### config.mk
export PLATFORM = sky130hd
export DESIGN_NAME = norm_grs
export DESIGN_NICKNAME = d
export VERILOG_FILES = /design/src/rtl/norm_grs_pkg.sv /design/src/rtl/norm_pack.sv /design/src/rtl/norm_grs.sv
export SDC_FILE = /design/constraint.sdc
export NUM_CORES = 1
export LEC_CHECK = 0
export ABC_AREA = 1
export BUFFER_PORTS_ARGS = -buffer_cell sky130_fd_sc_hd__buf_2
export CORE_ASPECT_RATIO = 0.6
export CORE_MARGIN = 4
export CORE_UTILIZATION = 57
export DETAILED_ROUTE_END_ITERATION = 10
export PLACE_DENSITY = 0.81
export SLEW_MARGIN = 20
export SYNTH_ARGS = -nofsm -noshare
export SYNTH_HDL_FRONTEND = slang
export SYNTH_SLANG_ARGS = --single-unit
### constraint.sdc
create_clock -name CLK -period 3.25 [get_ports CLK]
set_input_delay 0.325 -clock CLK [delete_from_list [all_inputs] [get_ports CLK]]
set_output_delay 0.325 -clock CLK [all_outputs]
set_load 0.03 [all_outputs]
### src/rtl/norm_grs_pkg.sv
// Shared definitions for the normalizer: FSM encoding, default widths and
// the bit layout of the rounder-input word Min.
package norm_grs_pkg;

  localparam int SIG_WD_DEF = 23;
  localparam int EXP_WD_DEF = 8;
  localparam int RAW_WD_DEF = 2 * (SIG_WD_DEF + 1);

  localparam int MIN_S_BIT = 0;

  typedef enum logic [1:0] {
    ST_IDLE   = 2'd0,
    ST_RSHIFT = 2'd1,
    ST_LSHIFT = 2'd2,
    ST_DONE   = 2'd3
  } state_t;

  function automatic int min_hidden_bit(input int sig_wd);
    return sig_wd + 3;
  endfunction

endpackage

### src/rtl/norm_pack.sv
// Combinational packer: turns the working significand/exponent into the
// {hidden, fraction, G, R, S} word, the output exponent and the flags.
module norm_pack
  import norm_grs_pkg::*;
#(
  parameter int Significant_WD = SIG_WD_DEF,
  parameter int Exp_WD         = EXP_WD_DEF,
  parameter int Raw_WD         = 2 * (Significant_WD + 1)
) (
  input  logic                         [Raw_WD-2:0]         i_w,
  input  logic signed                  [Exp_WD+2:0]         i_e,
  output logic                         [Significant_WD+3:0] o_min,
  output logic                         [Exp_WD-1:0]         o_exp,
  output logic                                              o_zero,
  output logic                                              o_denorm,
  output logic                                              o_ovf
);

  localparam int EW = Exp_WD + 3;
  localparam int MW = Significant_WD + 4;
  localparam int HID = min_hidden_bit(Significant_WD);
  localparam logic signed [EW-1:0] E_OVF = EW'((2 ** Exp_WD) - 1);

  logic          w_nonzero;
  logic          w_ovf;
  logic [MW-1:0] w_min_raw;

  assign w_nonzero = |i_w;
  assign w_ovf     = (i_e >= E_OVF);
  assign w_min_raw = {i_w[Raw_WD-2:Raw_WD-Significant_WD-4],
                      |i_w[Raw_WD-Significant_WD-5:MIN_S_BIT]};

  // Zero results override everything; otherwise saturate the exponent on overflow.
  always_comb begin
    o_min    = '0;
    o_exp    = '0;
    o_zero   = 1'b0;
    o_denorm = 1'b0;
    o_ovf    = 1'b0;
    if (!w_nonzero) begin
      o_zero = 1'b1;
    end else begin
      o_min    = w_min_raw;
      o_denorm = ~w_min_raw[HID];
      o_ovf    = w_ovf;
      if (w_ovf) begin
        o_exp = '1;
      end else begin
        o_exp = i_e[Exp_WD-1:0];
      end
    end
  end

endmodule

### src/rtl/norm_grs.sv
// Iterative normalizer: shifts an unnormalized magnitude one bit per cycle
// until the hidden bit is set or the exponent hits the denormal floor.
module norm_grs
  import norm_grs_pkg::*;
#(
  parameter int Significant_WD = SIG_WD_DEF,
  parameter int Exp_WD         = EXP_WD_DEF,
  parameter int Raw_WD         = 2 * (Significant_WD + 1)
) (
  input  logic                        CLK,
  input  logic                        RST,
  input  logic                        in_valid,
  output logic                        in_ready,
  input  logic [Raw_WD-1:0]           Raw,
  input  logic [Exp_WD+1:0]           Exp_in,
  input  logic                        Sign_in,
  output logic                        out_valid,
  input  logic                        out_ready,
  output logic [Significant_WD+3:0]   Min,
  output logic [Exp_WD-1:0]           Exp_out,
  output logic                        Sign_out,
  output logic                        zero_flag,
  output logic                        denorm_flag,
  output logic                        ovf_flag
);

  // One guard bit beyond the signed input so RSHIFT increments cannot wrap.
  localparam int EW = Exp_WD + 3;
  localparam int MW = Significant_WD + 4;
  localparam logic signed [EW-1:0] E_ONE = EW'(1);
  localparam logic signed [EW-1:0] E_LO  = EW'(1 - Raw_WD);

  state_t                   r_state, w_state_nxt;
  logic [Raw_WD-1:0]        r_w, w_w_nxt;
  logic signed [EW-1:0]     r_e, w_e_nxt, w_e_in;
  logic                     r_sign, w_sign_nxt;
  logic                     r_in_ready, r_out_valid;
  logic [MW-1:0]            r_min, w_min;
  logic [Exp_WD-1:0]        r_exp, w_exp;
  logic                     r_zero, r_denorm, r_ovf;
  logic                     w_zero, w_denorm, w_ovf;

  assign w_e_in = {Exp_in[Exp_WD+1], Exp_in};

  // Next-state, working register and exponent update.
  always_comb begin
    w_state_nxt = r_state;
    w_w_nxt     = r_w;
    w_e_nxt     = r_e;
    w_sign_nxt  = r_sign;
    case (r_state)
      ST_IDLE: begin
        if (in_valid) begin
          w_w_nxt    = Raw;
          w_e_nxt    = w_e_in;
          w_sign_nxt = Sign_in;
          if (Raw == '0) begin
            w_state_nxt = ST_DONE;
          end else if (w_e_in < E_LO) begin
            w_w_nxt     = {{(Raw_WD-1){1'b0}}, 1'b1};
            w_e_nxt     = E_ONE;
            w_state_nxt = ST_DONE;
          end else if (Raw[Raw_WD-1] || (w_e_in < E_ONE)) begin
            w_state_nxt = ST_RSHIFT;
          end else if (!Raw[Raw_WD-2] && (w_e_in > E_ONE)) begin
            w_state_nxt = ST_LSHIFT;
          end else begin
            w_state_nxt = ST_DONE;
          end
        end else begin
          w_state_nxt = ST_IDLE;
        end
      end
      ST_RSHIFT: begin
        w_w_nxt = {1'b0, r_w[Raw_WD-1:1]} | {{(Raw_WD-1){1'b0}}, r_w[0]};
        w_e_nxt = r_e + E_ONE;
        if (!w_w_nxt[Raw_WD-1] && (w_e_nxt >= E_ONE)) begin
          w_state_nxt = ST_DONE;
        end else begin
          w_state_nxt = ST_RSHIFT;
        end
      end
      ST_LSHIFT: begin
        w_w_nxt = {r_w[Raw_WD-2:0], 1'b0};
        w_e_nxt = r_e - E_ONE;
        if (w_w_nxt[Raw_WD-2] || (w_e_nxt == E_ONE)) begin
          w_state_nxt = ST_DONE;
        end else begin
          w_state_nxt = ST_LSHIFT;
        end
      end
      ST_DONE: begin
        if (out_ready) begin
          w_state_nxt = ST_IDLE;
        end else begin
          w_state_nxt = ST_DONE;
        end
      end
      default: begin
        w_state_nxt = ST_IDLE;
      end
    endcase
  end

  norm_pack #(
    .Significant_WD (Significant_WD),
    .Exp_WD         (Exp_WD),
    .Raw_WD         (Raw_WD)
  ) u_pack (
    .i_w      (w_w_nxt[Raw_WD-2:0]),
    .i_e      (w_e_nxt),
    .o_min    (w_min),
    .o_exp    (w_exp),
    .o_zero   (w_zero),
    .o_denorm (w_denorm),
    .o_ovf    (w_ovf)
  );

  // State registers; result outputs are captured from the packer whenever DONE is next.
  always_ff @(posedge CLK) begin
    if (RST) begin
      r_state     <= ST_IDLE;
      r_w         <= '0;
      r_e         <= '0;
      r_sign      <= 1'b0;
      r_in_ready  <= 1'b1;
      r_out_valid <= 1'b0;
      r_min       <= '0;
      r_exp       <= '0;
      r_zero      <= 1'b0;
      r_denorm    <= 1'b0;
      r_ovf       <= 1'b0;
    end else begin
      r_state     <= w_state_nxt;
      r_w         <= w_w_nxt;
      r_e         <= w_e_nxt;
      r_sign      <= w_sign_nxt;
      r_in_ready  <= (w_state_nxt == ST_IDLE);
      r_out_valid <= (w_state_nxt == ST_DONE);
      if (w_state_nxt == ST_DONE) begin
        r_min    <= w_min;
        r_exp    <= w_exp;
        r_zero   <= w_zero;
        r_denorm <= w_denorm;
        r_ovf    <= w_ovf;
      end else begin
        r_min    <= r_min;
        r_exp    <= r_exp;
        r_zero   <= r_zero;
        r_denorm <= r_denorm;
        r_ovf    <= r_ovf;
      end
    end
  end

  assign in_ready    = r_in_ready;
  assign out_valid   = r_out_valid;
  assign Min         = r_min;
  assign Exp_out     = r_exp;
  assign Sign_out    = r_sign;
  assign zero_flag   = r_zero;
  assign denorm_flag = r_denorm;
  assign ovf_flag    = r_ovf;

endmodule

Yosys cells after proc, flatten, opt, wreduce, memory -nomap -nowiden

Cells that the tools add are included.

Flip-flop bits (word level): 102
Bits of input ports: 63
Logic and storage cells: 64

Add/sub/neg operators: 2
Order comparisons: 5
Equal/unequal tests: 6
Multiplexer cells: 23
Bitwise operators: 2
Reductions and logical operators: 14

Operators with widths:

| operator                                                           | count |
|---|---|
| 2-to-1 mux 48 bit                                                  | 3 |
| one-hot mux 48 bit (3 select lines)                                | 1 |
| logical NOT 48 bit                                                 | 1 |
| OR 47 x 1 -> 47 bit                                                | 1 |
| OR reduction 47 bit                                                | 1 |
| 2-to-1 mux 11 bit                                                  | 3 |
| one-hot mux 11 bit (3 select lines)                                | 1 |
| 2-to-1 mux 27 bit                                                  | 1 |
| OR reduction 21 bit                                                | 1 |
| 2-to-1 mux 8 bit                                                   | 2 |
| 2-to-1 mux 2 bit                                                   | 6 |
| adder 11 x 2 -> 11 bit, second input constant                      | 1 |
| equality test 11 x 2 -> 1 bit, second input constant               | 1 |
| greater-or-equal comparator 11 x 2 -> 1 bit, second input constant | 1 |
| greater-or-equal comparator 11 x 9 -> 1 bit, second input constant | 1 |
| subtractor 11 x 2 -> 11 bit, second input constant                 | 1 |
| > comparator 10 x 2 -> 1 bit, second input constant                | 1 |
| less-than comparator 10 x 2 -> 1 bit, second input constant        | 1 |
| less-than comparator 10 x 7 -> 1 bit, second input constant        | 1 |
| one-hot mux 2 bit (4 select lines)                                 | 1 |
| equality test 2 bit, second input constant                         | 3 |
| 2-to-1 mux 1 bit                                                   | 5 |
| logical NOT 2 bit                                                  | 2 |
| AND reduction 2 bit                                                | 2 |
| other kinds (8)                                                    | 10 |

Depth between registers and ports, before layout

Gate-level depths: netlist of the first run.

Depth in word-level cells: 9
Depth in mapped cells: 22
Gate-level depth less buffers: 20

Cells and area by module

Synthesis of the first run repeated with hierarchy kept, for this count alone.

Cells, all modules: 1095
Area, all modules: 6734.0 um^2

By module, submodules not included:

| module    | times used | cells each | area each (um^2) | seq. area each (um^2) |
|---|---|---|---|---|
| norm_grs  | 1          | 977        | 6248.5           | 2042.0 |
| norm_pack | 1          | 118        | 485.5            | 0.0 |

Worst setup path before layout of the first run

No wires, ideal clock.

Path kind: input to register
Start point: input port Exp_in[0]
End point: register r_exp[4] (netlist: Exp_out[4])
Library setup time: 0.132 ns
Data arrival time: 2.532 ns
Data required time: 3.118 ns
Setup slack: 0.586 ns
Cell stages on the path: 21
Path buffers: 3
Path through: nor2_1 -> inv_1 -> nor4_1 -> nor3_1 -> ha_1 -> inv_1 -> buf_2 -> buf_2 -> nand3_1 -> o21ai_0 -> a211oi_1 -> nand2_1 -> nor2_1 -> nand3_1 -> nor2_1 -> nand3_1 -> nor2_2 -> nor2_4 -> buf_6 -> nand2_1 -> a21oi_1

Cells in the longest elaborated chain, start to end: 9
Elaborated cells on any way between the ends: 24
Those cells by class: order compare: 4; eq/ne: 1; mux: 16; reduce/logical: 3

Ends and longest elaborated chain:

| item                                                                                                | RTL line        | source |
|---|---|---|
| start: declaration                                                                                  | norm_grs.sv:15  | `input logic [Exp_WD+1:0] Exp_in,` |
| parallel branches: the longest is 9 deep, another holds greater-or-equal comparator 11 x 9 -> 1 bit | n/a             |  |
| end signal: assignment                                                                              | norm_grs.sv:142 | `r_exp <= w_exp;` |
| end signal: assignment                                                                              | norm_grs.sv:148 | `r_exp <= r_exp;` |
| end: declaration                                                                                    | norm_grs.sv:39  | `logic [Exp_WD-1:0] r_exp, w_exp;` |

Parallel ways; which one is timed is not known. The select of a mux whose other input is x is not followed.
A chain may end at the register's enable or synchronous reset.

Worst setup path in the final report of the first run

Start point: register r_e[1]
End point: register r_exp[1] (netlist: Exp_out[1])

Cells in the longest elaborated chain, start to end: 6
Elaborated cells on any way between the ends: 15
Those cells by class: add/sub: 2; order compare: 2; eq/ne: 2; mux: 7; reduce/logical: 2

Ends and longest elaborated chain:

| item                                                                                         | RTL line                       | source |
|---|---|---|
| start: declaration                                                                           | norm_grs.sv:35                 | `logic signed [EW-1:0] r_e, w_e_nxt, w_e_in;` |
| start signal: assignment                                                                     | norm_grs.sv:136                | `r_e <= w_e_nxt;` |
| adder 11 x 2 -> 11 bit or subtractor 11 x 2 -> 11 bit (tied branches)                        | norm_grs.sv:76, norm_grs.sv:85 |  |
| greater-or-equal comparator 11 x 2 -> 1 bit or equality test 11 x 2 -> 1 bit (tied branches) | norm_grs.sv:77, norm_grs.sv:86 |  |
| logical AND 1 bit or logical OR 1 bit (tied branches)                                        | norm_grs.sv:77, norm_grs.sv:86 |  |
| 2-to-1 mux 2 bit or 2-to-1 mux 1 bit (tied branches)                                         | norm_grs.sv:77, norm_grs.sv:86 |  |
| one-hot mux 2 bit (4 select lines)                                                           | norm_grs.sv:51                 | `case (r_state)` |
| equality test 2 bit                                                                          | norm_grs.sv:140                | `if (w_state_nxt == ST_DONE) begin` |

Parallel ways exist; a longest one is shown, timed or not.

==> results.py, run 1 <==
metrics = {
    "setup_path": {
        "worstPathArrival_ps": 3370,
        "startpoint_type": "flip-flop",
        "crit_type": "reg2reg",
        "cp_slowest_cell": "nor2_2",
        "path_cells": "inv_1, ha_1, nand3_2, nor2_2, nand3_1, clkinv_1, nand3_1, xor2_1, nand2_1, o21ai_2, nand3_2, nor2_2, nand2_1, a21oi_1",
        "critPathRequiredTime_ps": 3540,
        "worstPathMaxFanout": 9,
        "critPathMaxStageDelay_ps": 510,
        "endpoint_kind": "flip-flop",
    },
    "logic_synthesis": {
        "ys_seq_area_share_pct": 32.4,
        "yosys.area.top_type": "dfxtp_1",
        "syn-num-nets": 1085,
        "synth_commonest_cells": "nand2_1 (268), inv_1 (136), nor2_1 (108), dfxtp_1 (102), nand3_1 (97)",
        "yosysMostFrequentCell": "nand2_1",
        "ys_top_cells_by_area": "dfxtp_1 (32%), nand2_1 (16%), inv_1 (8.1%)",
        "ys_warn_count": 0,
        "syn-cell-area_sq_um": 6290,
        "syn_area_per_cell_sq_um": 6.19,
        "async_reset_ff_share_pct": 0,
        "synthCells": 1017,
        "ys_ff_latch": 102,
        "synth_edf_count": 0,
        "synth_ff_type": "dfxtp_1",
        "post-synth-top-area-fraction_pct": 32.4,
        "yosysUniqueCellTypes": 39,
    },
    "clocking": {
        "clk_latency_ps": 360,
        "cts_root_buffer": "clkbuf_16",
        "postCtsSetupRepairBufs": 0,
        "cts_buffers": 9,
        "cts-htree-levels": 3,
        "clk_pin_slew_ps": 80,
        "clockBufferDepth": 2,
        "cts_sinks": 102,
        "cts_tree": "yes",
    },
    "flow_run": {
        "maxCapViolCount": 0,
    },
    "sta": {
        "hold_slack_ps": 207,
        "layout_min_cycle_time_ps": 3080,
        "worstMarginPinSlew_ps": 603,
        "hold_viol": 0,
        "rsz0062_at_grt": "false",
        "maxSlewHeadroom_pct": 59.7,
        "finalSetupViolCount": 0,
        "drv_slew": 0,
        "fin_worst_skew_ps": 9.26,
        "fmax_mhz": 325,
        "fin_crit_sh_pct": 94.7,
        "fin_ws_ps": 171,
    },
    "outcome": {
        "status": "finished, final reports clean",
    },
    "die": {
        "core_area_sq_um": 10700,
        "initial_utilization_pct": 59.0,
        "dieArea_sq_um": 12800,
        "io_pins": 104,
        "num_rows": 29,
        "die_h_um": 89.4,
        "dieWidth_um": 144,
    },
    "place": {
        "dp_hpwl_um": 14100,
        "place_ws_ps": -66.5,
        "post-place-cells": 1220,
        "place_congestion": 1.04,
        "place.port_buffers": 103,
    },
    "final_layout": {
        "layout-drive-gt1-share_pct": 15.7,
        "fin_nets": 1162,
        "num_antenna_cells": 0,
        "final_cells": 1238,
        "area_growth_pct": 14.6,
        "filler_cell_count": 997,
    },
    "power_and_ir_drop": {
        "seq_power_share_pct": 35.2,
        "p_clk_share_pct": 26.0,
        "peakVddDrop_v": 0.000448,
        "p_sw_share_pct": 42.6,
        "p_per_area_nw_per_um2": 590,
        "pwr-share-comb_pct": 38.8,
        "power_leakage_nw": 3.56,
        "switchingPower_mw": 1.81,
        "internal_power_mw": 2.44,
    },
    "drt": {
        "drc": 0,
        "ant_nets": 0,
        "drt_iter0_markers": 983,
        "avgRoutedWirePerCell_um": 15.9,
        "wl_um": 19700,
        "first_pass_iters": 6,
        "avgViaCountPerCell": 5.66,
        "vias": 7004,
    },
    "global_route": {
        "grtUsageTotal_pct": 30.5,
        "grt_pass1_vias": 5998,
        "grt_pass1_wl_um": 31300,
        "antenna_found_initial": 0,
        "grt_max_degree": 72,
        "grt_overflow_total": 0,
    },
    "worst_hold_path": {
        "hold_path.class": "in2reg",
    },
}
==> area by class of cell <==
type	count	area, sq um	share of cell area, %
Clock inverter	6	62.6	0.868
Sequential cell	102	2040	28.3
Inverter	145	546	7.57
Multi-Input combinational cell	718	3470	48.1
Timing Repair Buffer	118	678	9.41
Clock buffer	10	239	3.31
Tap cell	139	174	2.41
==> final timing paths <==
check                           startpoint    endpoint  slack (ps)  cells after the start
worst max-delay path                r_e[1]  Exp_out[1]         170                     14
worst min-delay path               Sign_in    Sign_out         210                      3
worst max register to register      r_e[1]  Exp_out[1]         170                     14
worst min register to register  Exp_out[1]  Exp_out[1]         460                      2
==> power by group through the flow <==
stage / sequential [mW] / combinational, mW / clock (mW)
after global placement: 1.52 / 1.57 / 0
after floorplan: 1.62 / 1.02 / 0
after CTS: 1.49 / 1.58 / 1.11
after detailed placement: 1.52 / 1.57 / 0
final: 1.50 / 1.65 / 1.10
after global routing: 1.51 / 1.82 / 1.16
==> metal layers <==
layer,global-route usage (%),vias up,share of wire [%]
li1,-,3443,-
met2,41.0,432,38
met3,8.23,27,13
met5,0,-,0
met4,5.64,0,1.3
met1,48.2,3102,48
==> kinds of logic (layout without fill, tap and decap cells) <==
| logic type | count (synthesis) | count (layout) | synth area share, % |
|---|---|---|---|
| DFF | 102 | 102 | 32.4 |
| buffers and inverters | 199 | 279 | 13.0 |
| adders and majority gates | 5 | 5 | 0.994 |
| and+or+nand+nor | 517 | 519 | 35.0 |
| AOI/OAI and AO/OA | 183 | 183 | 17.1 |
| xor gates and xnor gates | 11 | 11 | 1.53 |
==> metrics by stage <==
step / instance area (sq um) / util (%) / setup TNS (ps) / total power, mW
2_1_floorplan: 6290 / - / 0 / 2.64
3_3_place_gp: 6880 / 64.5 / 0 / 3.09
3_5_place_dp: 6880 / 64.5 / -427 / 3.09
4_1_cts: 7180 / 67.3 / 0 / 4.18
5_1_grt: 7210 / 67.6 / 0 / 4.49
6_report: 7210 / 67.6 / 0 / 4.25
==> timing repair <==
action / 4_1_cts / 5_1_grt
hold buffers: 0 / 0
hold endpoints to repair: 0 / 0
gates resized for setup: 0 / 3
setup endpoints to repair: 0 / 35
==> cell usage in the layout, fill, tap and decap left out, drive strengths merged, types with 3 or more instances in the layout <==
| cell | instances |
|---|---|
| nand2 | 273 |
| inv | 147 |
| buf | 118 |
| nor2 | 115 |
| dfxtp | 102 |
| nand3 | 100 |
| o21ai | 79 |
| a21oi | 41 |
| o22ai | 26 |
| o2111ai | 15 |
| or2 | 12 |
| clkbuf | 10 |
| xor2 | 9 |
| nor3 | 8 |
| a211oi | 7 |
| o221ai | 5 |
| nand4 | 5 |
| ha | 5 |
| nand3b | 4 |
| clkinv | 4 |
| o211ai | 3 |
| o31ai | 3 |
==> state kept, by name, indices dropped and copies added, names as in the netlist <==
name	count
Exp_out	8
in_ready	1
r_e	11
out_valid	1
r_state	2
Sign_out	1
denorm_flag	1
ovf_flag	1
zero_flag	1
Min	27
r_w	48
==> worst max-delay path: cells and delay by family (launching register included) <==
family	cells	cell delay [ps]
AO/OA/AOI/OAI	2	340
XOR/XNOR	1	240
adder cells (fa/ha/maj)	1	250
buffers and inverters	2	260
flip-flops	1	490
AND/OR/NAND/NOR	8	1410
Note: power is estimated with default switching activity, not from simulation.
==> run 2, diff against run 1 <==
ABC_AREA = default   (was 1)
PLACE_DENSITY = 0.8   (was 0.81)
==> run 2 against run 1 <==
Net effect:
- critical path depth grew 3
- synthesized area rose by 1.9%
- sequential power up 13%
- clock skew is 3.2 ps higher
- the flow now finishes with violations (setup timing)
==> results.py, run 2 <==
metrics = {
    "die": {
        "dieWidth_um": 145,
        "num_rows": 29,
        "core_area_sq_um": 10800,
        "initial_utilization_pct": 59.5,
        "dieArea_sq_um": 13100,
        "die_h_um": 90.2,
        "io_pins": 104,
    },
    "clocking": {
        "clk_latency_ps": 370,
        "cts_buffers": 9,
        "clk_pin_slew_ps": 80,
        "cts_root_buffer": "clkbuf_16",
        "cts_sinks": 102,
        "clockBufferDepth": 2,
        "hold_buffers": 0,
        "cts_tree": "yes",
        "cts-htree-levels": 3,
    },
    "place": {
        "dp_hpwl_um": 19600,
        "place_congestion": 1.06,
        "place_area_sq_um": 7960,
        "place.port_buffers": 103,
        "post-place-cells": 1124,
    },
    "final_layout": {
        "layout-drive-gt1-share_pct": 30.2,
        "regMostFlops": "r_w",
        "postLayoutCellArea_sq_um": 8530,
        "final_cells": 1152,
        "layout_common_cells": "buf_4 (135), buf_2 (102), dfxtp_1 (100), nor2_1 (98), a21oi_1 (67)",
        "final_common_cell": "buf_4",
        "filler_cell_count": 749,
        "num_antenna_cells": 0,
        "fin_nets": 1076,
        "largest_reg_flops": 48,
        "area_growth_pct": 33.0,
    },
    "setup_path": {
        "worstPathArrival_ps": 3560,
        "critPathRequiredTime_ps": 3470,
        "critPathMaxStageDelay_ps": 550,
        "crit_type": "in2reg",
        "path_cells": "buf_2, or4_4, nor2_4, nor3_4, ha_4, nor4b_4, buf_4, a2bb2oi_1, nor2_1, o2bb2ai_1, nand4_1, buf_4, buf_4, buf_4, nor3_1, a41o_1, a21oi_1",
        "cp_slowest_cell": "or4_4",
        "endpoint_kind": "flip-flop",
        "worstPathMaxFanout": 6,
        "startpoint": "Exp_in[2]",
        "startpoint_type": "input port",
        "r2r-start": "r_state[0]",
        "cp_common_cell": "buf_4",
    },
    "sta": {
        "hold_viol": 0,
        "fin_ws_ps": -86.3,
        "hold_slack_ps": 203,
        "worstMarginPinSlew_ps": 1000,
        "drv_slew": 0,
        "fin_worst_skew_ps": 12.5,
        "fmax_mhz": 300,
        "fin_crit_sh_pct": 103,
        "finalSetupViolCount": 2,
        "rsz0062_at_grt": "true",
        "layout_min_cycle_time_ps": 3340,
        "maxSlewHeadroom_pct": 32.9,
    },
    "worst_hold_path": {
        "hold_path.class": "in2reg",
        "min_from": "Sign_in",
    },
    "drt": {
        "drt_iter0_markers": 1459,
        "drc": 0,
        "wl_um": 27200,
        "vias": 8087,
        "avgViaCountPerCell": 7.02,
        "first_pass_iters": 9,
        "ant_nets": 0,
        "avgRoutedWirePerCell_um": 23.6,
    },
    "power_and_ir_drop": {
        "peakVddDrop_v": 0.000547,
        "power_leakage_nw": 3.67,
        "p_per_area_nw_per_um2": 629,
    },
    "logic_synthesis": {
        "ys_top_cells_by_area": "dfxtp_1 (32%), nor2_1 (5.8%), a21oi_1 (5.2%)",
        "syn-cell-area_sq_um": 6410,
        "async_reset_ff_share_pct": 0,
        "syn_area_per_cell_sq_um": 7.90,
        "synth_edf_count": 0,
        "yosys.area.top_type": "dfxtp_1",
        "yosysMostFrequentCell": "dfxtp_1",
        "synthCells": 812,
        "post-synth-top-area-fraction_pct": 31.8,
        "ys_warn_count": 0,
        "yosysUniqueCellTypes": 82,
        "ys_seq_area_share_pct": 31.8,
        "synth_ff_type": "dfxtp_1",
        "ys_ff_latch": 102,
        "syn-num-nets": 880,
        "synth_commonest_cells": "dfxtp_1 (102), nor2_1 (99), a21oi_1 (67), nand2_1 (52), o21ai_0 (45)",
    },
    "global_route": {
        "grt_pass1_wl_um": 41600,
        "antenna_found_initial": 0,
        "grt_max_degree": 46,
        "grt_overflow_total": 0,
        "grtUsageTotal_pct": 39.2,
        "grt_pass1_vias": 7422,
    },
    "flow_run": {
        "maxCapViolCount": 0,
    },
    "outcome": {
        "status": "finished, violations left",
        "violations": "setup timing",
    },
}
run 2: cell types whose count changed after synthesis, moves of 21 or more:
| cell | change |
|---|---|
| o21ai_0 | -33 |
| nor4_1 | +21 |
| nor3_1 | +26 |
| nand2_1 | -216 |
| inv_1 | -122 |
| a21oi_1 | +26 |
| nand3_1 | -87 |
| a22o_1 | +26 |
| o22ai_1 | -22 |
run 2: worst paths after layout:
kind | to | slack, ps | depth (start not counted)
worst min-delay path | Sign_out | 200 | 3
worst min register to register | Sign_out | 460 | 2
worst max register to register | denorm_flag | 110 | 11
worst max-delay path | Min[0] | -90 | 17
run 2: cells by family after synthesis:
family                   count (synthesis)  synth area share, %
flip-flops                             102                 31.8
AND/OR/NAND/NOR                        323                 27.1
XOR/XNOR                                10                 1.37
adder cells (fa/ha/maj)                  5                0.975
AO/OA/AOI/OAI                          272                 30.0
buffers and inverters                   80                 5.58
multiplexers                            20                 3.14
run 2: critical path, delay by kind of cell:
kind                       cells  cell delay (ps)
AOI/OAI and AO/OA              4              870
adders and majority gates      1              290
buffers and inverters          5              700
and+or+nand+nor                7             1370
run 2: metal layers:
| metal | routed length (um) | global-route usage [%] | vias up |
|---|---|---|---|
| met1 | 10800 | 56.0 | 3731 |
| met2 | 11000 | 56.0 | 744 |
| met5 | 0 | 0 | - |
| met4 | 1140 | 12.2 | 0 |
| met3 | 4270 | 12.5 | 141 |
| li1 | - | - | 3471 |
run 2: final cells by class:
class / instances / area [sq um] / share of cell area [%]
flip-flops and latches: 102 / 2050 / 24.0
inverters: 15 / 56.3 / 0.660
repair buffers: 249 / 1750 / 20.5
multi-input cells: 631 / 4190 / 49.1
clock inverters: 7 / 91.3 / 1.07
clock buffers: 9 / 225 / 2.64
well taps: 139 / 174 / 2.04
run 2: timing repair:
item,4_1_cts,5_1_grt
setup buffers,8,4
endpoints found under the hold margin,0,0
gates resized for setup,9,16
pin swaps,12,23
setup endpoints to repair,24,26
cloned,2,0
run 2: stage by stage:
| stage | utilization, % | setup slack, ps | total power, mW | setup TNS [ps] |
|---|---|---|---|---|
| final | 79.2 | -86.3 | 5.37 | -87.2 |
| after detailed placement | 73.8 | -443 | 4.00 | -10580 |
| after CTS | 78.0 | -5.29 | 5.19 | -9.95 |
| after global placement | 73.8 | -364 | 3.94 | -8570 |
| after floorplan | - | 8.31 | 3.06 | 0 |
| after global routing | 79.2 | -63.4 | 5.57 | -829 |
run 2: power by group:
part           switching [mW]  leakage (nW)  internal [mW]
logic                    1.46          2.68           1.07
clock network           0.589         0.151          0.553
registers               0.250         0.836           1.44
total                    2.30          3.67           3.06
==> run 3, diff against run 2 <==
==> constraint.sdc (replaced) <==
create_clock -name CLK -period 3.25 [get_ports CLK]
set_input_delay 0 -clock CLK [delete_from_list [all_inputs] [get_ports CLK]]
set_output_delay 0 -clock CLK [all_outputs]
set_load 0.03 [all_outputs]
==> run 3 against run 2 <==
Net effect:
- the flow now finishes without violations
- hold slack lost 190 ps
- non-clock buffer count shrank 31
- clock-buffer cell count is the same
- critical path depth shrank 1
- largest power group unchanged
- highest routed layer is now met5
==> results.py, run 3 (synthesized netlist as in run 2, its figures left out) <==
metrics = {
    "outcome": {
        "status": "finished, final reports clean",
    },
    "die": {
        "dieArea_sq_um": 13100,
        "die_h_um": 90.2,
        "io_pins": 104,
        "core_area_sq_um": 10800,
        "dieWidth_um": 145,
        "num_rows": 29,
        "initial_utilization_pct": 59.5,
    },
    "sta": {
        "fin_crit_sh_pct": 98.0,
        "rsz0062_at_grt": "true",
        "hold_viol": 0,
        "layout_min_cycle_time_ps": 3190,
        "worstMarginPinSlew_ps": 783,
        "maxSlewHeadroom_pct": 47.5,
        "setup_tns_ps": 0,
        "finalSetupViolCount": 0,
        "fmax_mhz": 314,
        "drv_slew": 0,
        "fin_worst_skew_ps": 15.9,
    },
    "power_and_ir_drop": {
        "peakVddDrop_v": 0.000554,
        "p_per_area_nw_per_um2": 640,
        "switchingPower_mw": 2.27,
        "p_sw_share_pct": 43.5,
        "pwr-share-comb_pct": 45.6,
        "seq_power_share_pct": 32.8,
        "power_leakage_nw": 3.46,
        "internal_power_mw": 2.96,
        "p_clk_share_pct": 21.6,
    },
    "setup_path": {
        "critPathRequiredTime_ps": 3500,
        "crit_type": "in2reg",
        "worstPathArrival_ps": 3440,
        "worstPathMaxFanout": 15,
        "endpoint_kind": "flip-flop",
        "startpoint_type": "input port",
        "reg2reg_depth": 11,
    },
    "place": {
        "dp_hpwl_um": 20100,
        "place.port_buffers": 103,
        "place_congestion": 1.03,
        "post-place-cells": 1088,
    },
    "final_layout": {
        "final_common_cell": "buf_2",
        "fin_nets": 1044,
        "regMostFlops": "r_w",
        "layout-drive-gt1-share_pct": 26.4,
        "final_cells": 1120,
        "area_growth_pct": 27.4,
        "layout_common_cells": "buf_2 (103), nor2_1 (99), dfxtp_1 (98), buf_4 (97), a21oi_1 (67)",
        "num_antenna_cells": 0,
        "largest_reg_flops": 48,
        "filler_cell_count": 823,
    },
    "drt": {
        "vias": 7881,
        "drc": 0,
        "drt_iter0_markers": 1387,
        "first_pass_iters": 7,
        "avgRoutedWirePerCell_um": 24.6,
        "avgViaCountPerCell": 7.04,
        "ant_nets": 0,
        "wl_um": 27600,
    },
    "worst_hold_path": {
        "min_path_cells": 3,
        "hold_path.class": "in2reg",
    },
    "global_route": {
        "grt_max_degree": 41,
        "grt_pass1_wl_um": 42300,
        "grtUsageTotal_pct": 40.2,
        "grt_pass1_vias": 7554,
        "antenna_found_initial": 1,
        "grt_overflow_total": 0,
    },
    "clocking": {
        "clockBufferDepth": 2,
        "clk_latency_ps": 360,
        "cts_tree": "yes",
        "cts_buffers": 9,
        "cts_root_buffer": "clkbuf_16",
        "cts_sinks": 102,
        "cts-htree-levels": 3,
        "clk_pin_slew_ps": 80,
    },
    "flow_run": {
        "maxCapViolCount": 0,
    },
}
run 3: what timing repair did:
item | CTS | global route
setup buffers | 0 | 3
hold buffers | 13 | 0
gates resized for setup | 2 | 20
endpoints found under the setup margin | 9 | 35
hold endpoints to repair | 13 | 0
pin swaps | 1 | 6
run 3: per-stage QoR:
stage	hold slack, ps	power [mW]	area [sq um]	util (%)	worst slack [ps]
2_1_floorplan	134	3.03	6410	-	68.0
3_3_place_gp	240	3.84	7610	70.6	-174
3_5_place_dp	251	3.91	7610	70.6	-277
4_1_cts	0.278	5.05	8060	74.8	7.26
5_1_grt	20.9	5.42	8170	75.8	-32.4
6_report	10.2	5.23	8170	75.8	64.8
run 3: final cells by class:
| cell class | count | area, sq um | share of cell area [%] |
|---|---|---|---|
| clock inverters | 7 | 86.3 | 1.06 |
| clock buffers | 9 | 225 | 2.76 |
| well taps | 139 | 174 | 2.13 |
| multi-input cells | 630 | 4100 | 50.2 |
| inverters | 15 | 60.1 | 0.735 |
| flip-flops and latches | 102 | 2050 | 25.1 |
| repair buffers | 218 | 1470 | 18.0 |
run 3: critical path, cell delays in order:
cell,delay (ps)
buf_2,110
or4_1,580
nor2_1,120
nor3_1,50
ha_1,300
nor4b_2,60
buf_4,160
buf_4,150
and2_1,180
o21a_1,180
a2111oi_1,310
nand4_1,260
nor4_4,220
buf_4,220
a31oi_4,210
a22o_1,310
run 3: metal layers:
metal  track usage [%]  part of all wire [%]
met5                 0                 0.029
met4              13.5                   3.1
met3              14.8                    16
met2              57.5                    41
met1              55.9                    40
run 3: power by group through the flow:
stage,clock network [mW],logic [mW],registers [mW]
2_1_floorplan,0,1.27,1.77
3_3_place_gp,0,2.15,1.70
5_1_grt,1.19,2.51,1.73
3_5_place_dp,0,2.21,1.71
6_report,1.13,2.38,1.71
4_1_cts,1.13,2.24,1.68
run 3: worst paths after layout:
path	start	slack [ps]	to
worst max-delay path	Exp_in[5]	60	Min[25]
worst min-delay path	Raw[25]	10	r_w[25]
worst max register to register	r_e[1]	90	Min[25]
worst min register to register	Sign_out	460	Sign_out
